==> src/rtl/sync_start_gen.sv <==
// Start sequencer for cntr_module: pulses the counter reset, then emits a
// periodic sync0/sync1/sync2 strobe triple for a burst or until stopped.
module sync_start_gen #(
  parameter int CNT_W   = 16,
  parameter int RST_LEN = 4
) (
  input  logic             clk,
  input  logic             rst,
  input  logic             start,
  input  logic             stop,
  input  logic [CNT_W-1:0] period,
  input  logic [CNT_W-1:0] delay1,
  input  logic [CNT_W-1:0] delay2,
  input  logic [CNT_W-1:0] n_periods,
  output logic             cntr_rst,
  output logic             sync0,
  output logic             sync1,
  output logic             sync2,
  output logic             busy,
  output logic             done
);

  localparam int              RC_W  = (RST_LEN > 1) ? $clog2(RST_LEN) : 1;
  localparam logic [RC_W-1:0] RC_LAST = RC_W'(RST_LEN - 1);
  localparam logic [RC_W-1:0] RC_ONE  = RC_W'(1);
  localparam logic [CNT_W-1:0] C_ONE  = CNT_W'(1);
  localparam logic [CNT_W-1:0] C_TWO  = CNT_W'(2);

  typedef enum logic [1:0] {S_IDLE, S_ARM, S_RUN} state_t;

  state_t           r_state, w_state_next;
  logic [RC_W-1:0]  r_rst_cnt, w_rst_cnt_next;
  logic [CNT_W-1:0] r_ph, w_ph_next;
  logic [CNT_W-1:0] r_np, w_np_next;
  logic [CNT_W-1:0] r_last, w_last_next;
  logic [CNT_W-1:0] r_delay1, w_delay1_next;
  logic [CNT_W-1:0] r_delay2, w_delay2_next;
  logic [CNT_W-1:0] r_n_periods, w_n_periods_next;
  logic             r_stop_pending, w_stop_pending_next;
  logic             r_cntr_rst, w_cntr_rst_next;
  logic             r_sync0, w_sync0_next;
  logic             r_sync1, w_sync1_next;
  logic             r_sync2, w_sync2_next;
  logic             r_busy, w_busy_next;
  logic             r_done, w_done_next;

  logic [CNT_W-1:0] w_ph_inc;
  logic [CNT_W-1:0] w_np_inc;
  logic             w_burst_end;

  assign w_ph_inc    = r_ph + C_ONE;
  assign w_np_inc    = r_np + C_ONE;
  assign w_burst_end = (r_n_periods != '0) && (w_np_inc == r_n_periods);

  // Outputs are registered from the next-state decode so they line up with the state.
  always_comb begin
    w_state_next        = r_state;
    w_rst_cnt_next      = r_rst_cnt;
    w_ph_next           = r_ph;
    w_np_next           = r_np;
    w_last_next         = r_last;
    w_delay1_next       = r_delay1;
    w_delay2_next       = r_delay2;
    w_n_periods_next    = r_n_periods;
    w_stop_pending_next = r_stop_pending;
    w_cntr_rst_next     = 1'b0;
    w_sync0_next        = 1'b0;
    w_sync1_next        = 1'b0;
    w_sync2_next        = 1'b0;
    w_busy_next         = 1'b0;
    w_done_next         = 1'b0;

    case (r_state)
      S_IDLE: begin
        if (start) begin
          w_state_next        = S_ARM;
          w_rst_cnt_next      = '0;
          // Store P-1 with periods below 2 clamped to 2.
          w_last_next         = (period < C_TWO) ? C_ONE : (period - C_ONE);
          w_delay1_next       = delay1;
          w_delay2_next       = delay2;
          w_n_periods_next    = n_periods;
          w_stop_pending_next = 1'b0;
          w_cntr_rst_next     = 1'b1;
          w_busy_next         = 1'b1;
        end
      end

      S_ARM: begin
        w_stop_pending_next = r_stop_pending | stop;
        w_busy_next         = 1'b1;
        if (r_rst_cnt == RC_LAST) begin
          w_state_next = S_RUN;
          w_ph_next    = '0;
          w_np_next    = '0;
          w_sync0_next = 1'b1;
          w_sync1_next = (r_delay1 == '0);
          w_sync2_next = (r_delay2 == '0);
        end else begin
          w_rst_cnt_next  = r_rst_cnt + RC_ONE;
          w_cntr_rst_next = 1'b1;
        end
      end

      S_RUN: begin
        w_stop_pending_next = r_stop_pending | stop;
        if (r_ph == r_last) begin
          if (w_burst_end || r_stop_pending || stop) begin
            w_state_next        = S_IDLE;
            w_stop_pending_next = 1'b0;
            w_done_next         = 1'b1;
          end else begin
            w_ph_next    = '0;
            w_np_next    = (r_np == '1) ? r_np : w_np_inc;
            w_busy_next  = 1'b1;
            w_sync0_next = 1'b1;
            w_sync1_next = (r_delay1 == '0);
            w_sync2_next = (r_delay2 == '0);
          end
        end else begin
          w_ph_next    = w_ph_inc;
          w_busy_next  = 1'b1;
          w_sync1_next = (r_delay1 == w_ph_inc);
          w_sync2_next = (r_delay2 == w_ph_inc);
        end
      end

      default: begin
        w_state_next = S_IDLE;
      end
    endcase
  end

  always_ff @(posedge clk) begin
    if (rst) begin
      r_state        <= S_IDLE;
      r_rst_cnt      <= '0;
      r_ph           <= '0;
      r_np           <= '0;
      r_last         <= '0;
      r_delay1       <= '0;
      r_delay2       <= '0;
      r_n_periods    <= '0;
      r_stop_pending <= 1'b0;
      r_cntr_rst     <= 1'b0;
      r_sync0        <= 1'b0;
      r_sync1        <= 1'b0;
      r_sync2        <= 1'b0;
      r_busy         <= 1'b0;
      r_done         <= 1'b0;
    end else begin
      r_state        <= w_state_next;
      r_rst_cnt      <= w_rst_cnt_next;
      r_ph           <= w_ph_next;
      r_np           <= w_np_next;
      r_last         <= w_last_next;
      r_delay1       <= w_delay1_next;
      r_delay2       <= w_delay2_next;
      r_n_periods    <= w_n_periods_next;
      r_stop_pending <= w_stop_pending_next;
      r_cntr_rst     <= w_cntr_rst_next;
      r_sync0        <= w_sync0_next;
      r_sync1        <= w_sync1_next;
      r_sync2        <= w_sync2_next;
      r_busy         <= w_busy_next;
      r_done         <= w_done_next;
    end
  end

  assign cntr_rst = r_cntr_rst;
  assign sync0    = r_sync0;
  assign sync1    = r_sync1;
  assign sync2    = r_sync2;
  assign busy     = r_busy;
  assign done     = r_done;

endmodule

==> config.mk <==
export PLATFORM = sky130hd
export DESIGN_NAME = sync_start_gen
export DESIGN_NICKNAME = d
export VERILOG_FILES = /design/src/rtl/sync_start_gen.sv
export SDC_FILE = /design/constraint.sdc
export NUM_CORES = 1
export LEC_CHECK = 0
export CAP_MARGIN = 10
export CELL_PAD_IN_SITES_DETAIL_PLACEMENT = 1
export CELL_PAD_IN_SITES_GLOBAL_PLACEMENT = 1
export CORE_MARGIN = 4
export CORE_UTILIZATION = 38
export CTS_CLUSTER_DIAMETER = 80
export DETAILED_ROUTE_END_ITERATION = 12
export PLACE_DENSITY_LB_ADDON = 0.1
export SYNTH_ARGS = -nofsm -noshare
export SYNTH_HDL_FRONTEND = slang
export SYNTH_SLANG_ARGS = --single-unit
==> constraint.sdc <==
create_clock -name clk -period 2.63 [get_ports clk]
set_input_delay 0.3945 -clock clk [delete_from_list [all_inputs] [get_ports clk]]
set_output_delay 0.3945 -clock clk [all_outputs]
set_load 0.1 [all_outputs]
Yosys cells after proc, flatten, opt, wreduce, memory -nomap -nowiden
Cells that the tools add are included.
{"block": "word_totals", "reg_bits": 107}
{"block": "op_classes", "reduce_logical": 17, "mux": 39, "n_addsub": 4, "magnitude_cmp": 1, "eq_ne": 16, "n_bitwise": 3}
{"op": "two-way mux 16 bit", "n": 7}
{"op": "equality test 16 bit", "n": 4}
{"op": "one-hot mux 16 bit (2 select lines)", "n": 2}
{"op": "adder 16 x 1 -> 16 bit (second input constant)", "n": 2}
{"op": "zero test 16 bit", "n": 2}
{"op": "equality test 16 bit (second input constant)", "n": 1}
{"op": "< comparator 16 x 2 -> 1 bit (second input constant)", "n": 1}
{"op": "two-way mux 1 bit", "n": 16}
{"op": "nonzero test 16 bit", "n": 1}
{"op": "subtractor 16 x 1 -> 16 bit (second input constant)", "n": 1}
{"op": "!= test 2 bit (second input constant)", "n": 7}
{"op": "two-way mux 2 bit", "n": 6}
{"op": "one-hot mux 1 bit (2 select lines)", "n": 4}
{"op": "one-hot mux 1 bit (3 select lines)", "n": 2}
{"op": "one-hot mux 2 bit (3 select lines)", "n": 1}
{"op": "AND reduction 3 bit", "n": 2}
{"op": "AND reduction 5 bit", "n": 1}
{"op": "equality test 2 bit (second input constant)", "n": 2}
{"op": "one-hot mux 2 bit (2 select lines)", "n": 1}
{"op": "AND reduction 2 bit", "n": 2}
{"op": "AND reduction 4 bit", "n": 1}
{"op": "nonzero test 2 bit", "n": 2}
{"op": "!= test 3 bit (second input constant)", "n": 1}
{"op": "nonzero test 3 bit", "n": 1}
{"op": "other kinds (8)", "n": 10}

Longest topological paths before layout
{"block": "logic_depth", "word_depth": 8, "mapped_depth": 11, "ltp_nobuf": 9}

Worst setup path before layout
Ideal clock, no wire load.
{"block": "synth_path", "kind": "reg-to-reg", "start": "register r_np[0]", "end": "register r_np[6]", "setup_slack_ns": -0.272, "path_stages_with_launch": 12, "n_path_buf": 2, "arrival_time_ns": 2.782, "required_ns": 2.510, "synth_period_minus_slack_ns": 2.902, "setup_ns": 0.120, "path_cell_list": "dfxtp_1 > ha_1 > buf_2 > nand3_2 > or4_1 > a21oi_1 > o2111ai_1 > or4_4 > o2111a_2 > buf_6 > a22oi_1 > nand2_1"}
{"block": "synth_via", "elab_chain_cells": 7}
{"item": "start: declaration", "line_no": "34", "text": "logic [CNT_W-1:0] r_np, w_np_next;"}
{"item": "start signal: assignment", "line_no": "155", "text": "r_np <= w_np_next;"}
{"item": "adder 16 x 1 -> 16 bit", "line_no": "52", "text": "assign w_np_inc = r_np + C_ONE;"}
{"item": "equality test 16 bit", "line_no": "53", "text": "assign w_burst_end = (r_n_periods != '0) && (w_np_inc == r_n_periods);"}
{"item": "logical AND 1 bit", "line_no": "53"}
{"item": "logical OR 1 bit (2 in series)", "line_no": "108", "text": "if (w_burst_end || r_stop_pending || stop) begin"}
{"item": "!= test 2 bit (no source line)"}
{"item": "AND reduction 5 bit (no source line)"}
Several ways; a longest one is shown, not always the timed one. The select of a mux whose other input is x is not followed.
A chain may end at the register's enable or synchronous reset.

Final worst setup path
{"block": "layout_path", "start": "register r_np[0]", "end": "register r_np[11]"}
Same word-level chain as after synthesis.

==> metrics <==
status=complete, but fails checks; failing checks=setup timing; Clock transition at path regs=roughly 70 ps; Area growth, synth to finish=39.33%; Site Rows=46; DR iter-0 viols=about 350; synthesized instance count=~800; top cells by area, synth=dfxtp_1 (34%), nand2_1 (8.6%), xnor2_1 (7.7%); post-layout min period=roughly 2800 ps; TritonCTS clock tree=done; Root Buffer=clkbuf_16; CP Max Fanout=8; global route total overflow=0; Max stage delay cell, worst path=or4_4; register area share after synthesis=approximately a third; LEAKAGE=roughly 3.2 nW; final hold viol count=0; final setup TNS=-3447 ps; initial core utilization=38.99%; total number of vias=about 6500; post-synthesis area per instance=around 8 um2; layout cell share with drive strength beyond 1=about 23%; DRC violations left=0; Hold Buf Count CTS=0; Die Y=between 100 and 150 um; drt total wl=around 22000 um; synth unique cells=between 60 and 70; Hold WS=323.1 ps; slew at the pin with the worst max-slew slack=between 700 and 800 ps; Antenna Cells=0; startpoint type of the worst setup path=flop; initial antenna violation count=0; Final #Nets=between 1000 and 1500; worst-case clock buffer depth=2; Final Slew Violations=0; Placer Congestion=approximately 0.97; Finish-stage setup viols=35; Post-synth top cells=nand2_1 (143), dfxtp_1 (107), a21oi_1 (88); worst setup path class=reg2reg; flops & latches, synth=around 110; DR pass1 iterations=5; All-Layer GR Usage=23.64%; relative slew slack=~47%; Async SR Flop Fraction=0%; EDFF count, synth=0; Post-DRT Antenna Nets=0; top-area cell type share of the netlist area=between 30% and 40%; Filler cells=1916; skew final=~5.1 ps; mapped cell area=just over 6000 um2; Tcrit/Tclk final=107.0%; RSZ-0062 raised after global routing=yes; Yosys top cell by area=dfxtp_1; cell area after layout=roughly 8700 um2; synth warn=0; CP Capture Type=flop; vias in the first global route=6877; via/cell ratio=5.578; Cell Pwr Density=approximately 450 nW/um2; count leader, synth=nand2_1; Post-DP Area=slightly below 8000 um2; Primary FF master, synth=dfxtp_1; Sink Count=107; later-pin clock latency in the skew report=~350 ps; syn nets=875; max cap viols=0; IO Port Bufs=73; WP data required=2860 ps; worst setup margin=-183.7 ps; first-pass GRT wire length=around 35000 um; DP Worst Slack=-300.4 ps; die width=~140 um; core area=about 16000 um2; Max VDD drop=approximately 0.30 mV; CP peak stage delay=around 580 ps; H-tree depth=3; largest net degree at the start of global routing=between 50 and 60; drt wl/cell=between 15 and 20 um; Total Power=a little under 0.004 W; DIE AREA=approximately 18000 um2; CP cell instances=ha_4 -> nand3_4 -> o21ai_1 -> a21oi_1 -> a311o_1 -> or4_4 -> o2111a_2 -> buf_12 -> a21oi_2 -> a31oi_1; critical path arrival=between 3000 and 4000 ps; Worst Hold Class=in2reg; post-DP HPWL=roughly 16000 um; FMAX=roughly 360 MHz; TritonCTS Buffers=9; # IOs=between 70 and 80
==> flip-flops by register name, indices dropped and copies added, names as in the netlist, 2 cells and up <==
register     cells
r_delay1        16
r_delay2        16
r_last          16
r_n_periods     16
r_np            16
r_ph            16
r_rst_cnt        2
r_state          2
==> worst paths after layout <==
path / startpoint / endpoint / slack, ps / cells past startpoint
max: r_np[0] / r_np[11] / -180 / 10
min: rst / r_np[1] / 320 / 2
max reg2reg: r_np[0] / r_np[11] / -180 / 10
min reg2reg: r_delay1[9] / r_delay1[9] / 490 / 2
==> logic make-up after synthesis <==
family	after synthesis	synth area share, %
xor gates and xnor gates	88	12.40
adders and majority gates	9	1.812
muxes	2	0.3422
AOI/OAI and AO/OA	186	19.95
DFF	107	34.46
buffers and inverters	64	4.549
and+or+nand+nor	342	26.49
==> power by group <==
part           internal, W  switching (W)
Clock             0.000818       0.000634
Combinational     0.000323       0.000374
Sequential         0.00169      0.0000805
==> cell usage in the layout, fill, tap and decap left out, types with 11 or more instances in the layout <==
cell type	synthesis	final
inv_1	14	14
dfxtp_1	107	95
xor2_1	33	33
nor3_1	11	11
a21oi_1	88	75
a22oi_1	17	16
nand2_1	143	141
nor2_1	70	70
nand3_1	18	16
a21oi_2	0	12
xnor2_1	55	50
buf_6	3	11
buf_4	3	99
nor4_1	24	21
nand4_1	13	13
clkdlybuf4s50_1	0	66
==> cell type report <==
cell class | instances | area [um2] | share of cell area, %
clock buffers | 13 | 270.3 | 3.120
multi-input cells | 630 | 4199 | 48.48
repair buffers | 183 | 1653 | 19.08
flip-flops and latches | 107 | 2167 | 25.02
clock inverters | 3 | 45.04 | 0.5201
inverters | 15 | 56.30 | 0.6501
well taps | 216 | 270.3 | 3.120
==> what timing repair did <==
action / 4_1_cts / 5_1_grt
gates cloned: 2 / 1
setup endpoints to repair: 38 / 55
gates resized for setup: 34 / 58
buffers inserted: 13 / 2
pin swaps: 14 / 28
==> metrics by stage <==
| step | utilization (%) | std cells |
|---|---|---|
| 6_report | 54.32 | 1167 |
| 5_1_grt | 54.32 | 1167 |
| 4_1_cts | 52.54 | 1164 |
| 3_5_place_dp | 48.78 | 1133 |
| 3_3_place_gp | 48.78 | 1133 |
| 2_1_floorplan | - | 798 |
==> routing by layer <==
| metal | vias up | track usage (%) | wire length (um) | part of all wire [%] |
|---|---|---|---|---|
| li1 | 3119 | - | - | - |
| met1 | 3207 | 27.54 | 9074 | 41 |
| met2 | 142 | 43.61 | 11910 | 53 |
| met3 | 42 | 3.516 | 699 | 3.1 |
| met4 | 0 | 8.903 | 644 | 2.9 |
| met5 | - | 0 | 0 | 0 |
==> worst max-delay path: cells and delay by family (launching register included) <==
family	cells	cell delay, ps
AO/OA/AOI/OAI	6	1310
AND/OR/NAND/NOR	2	680
flip-flops	1	370
buffers and inverters	1	170
adder cells (fa/ha/maj)	1	150
Note: power is estimated with default switching activity, not from simulation.
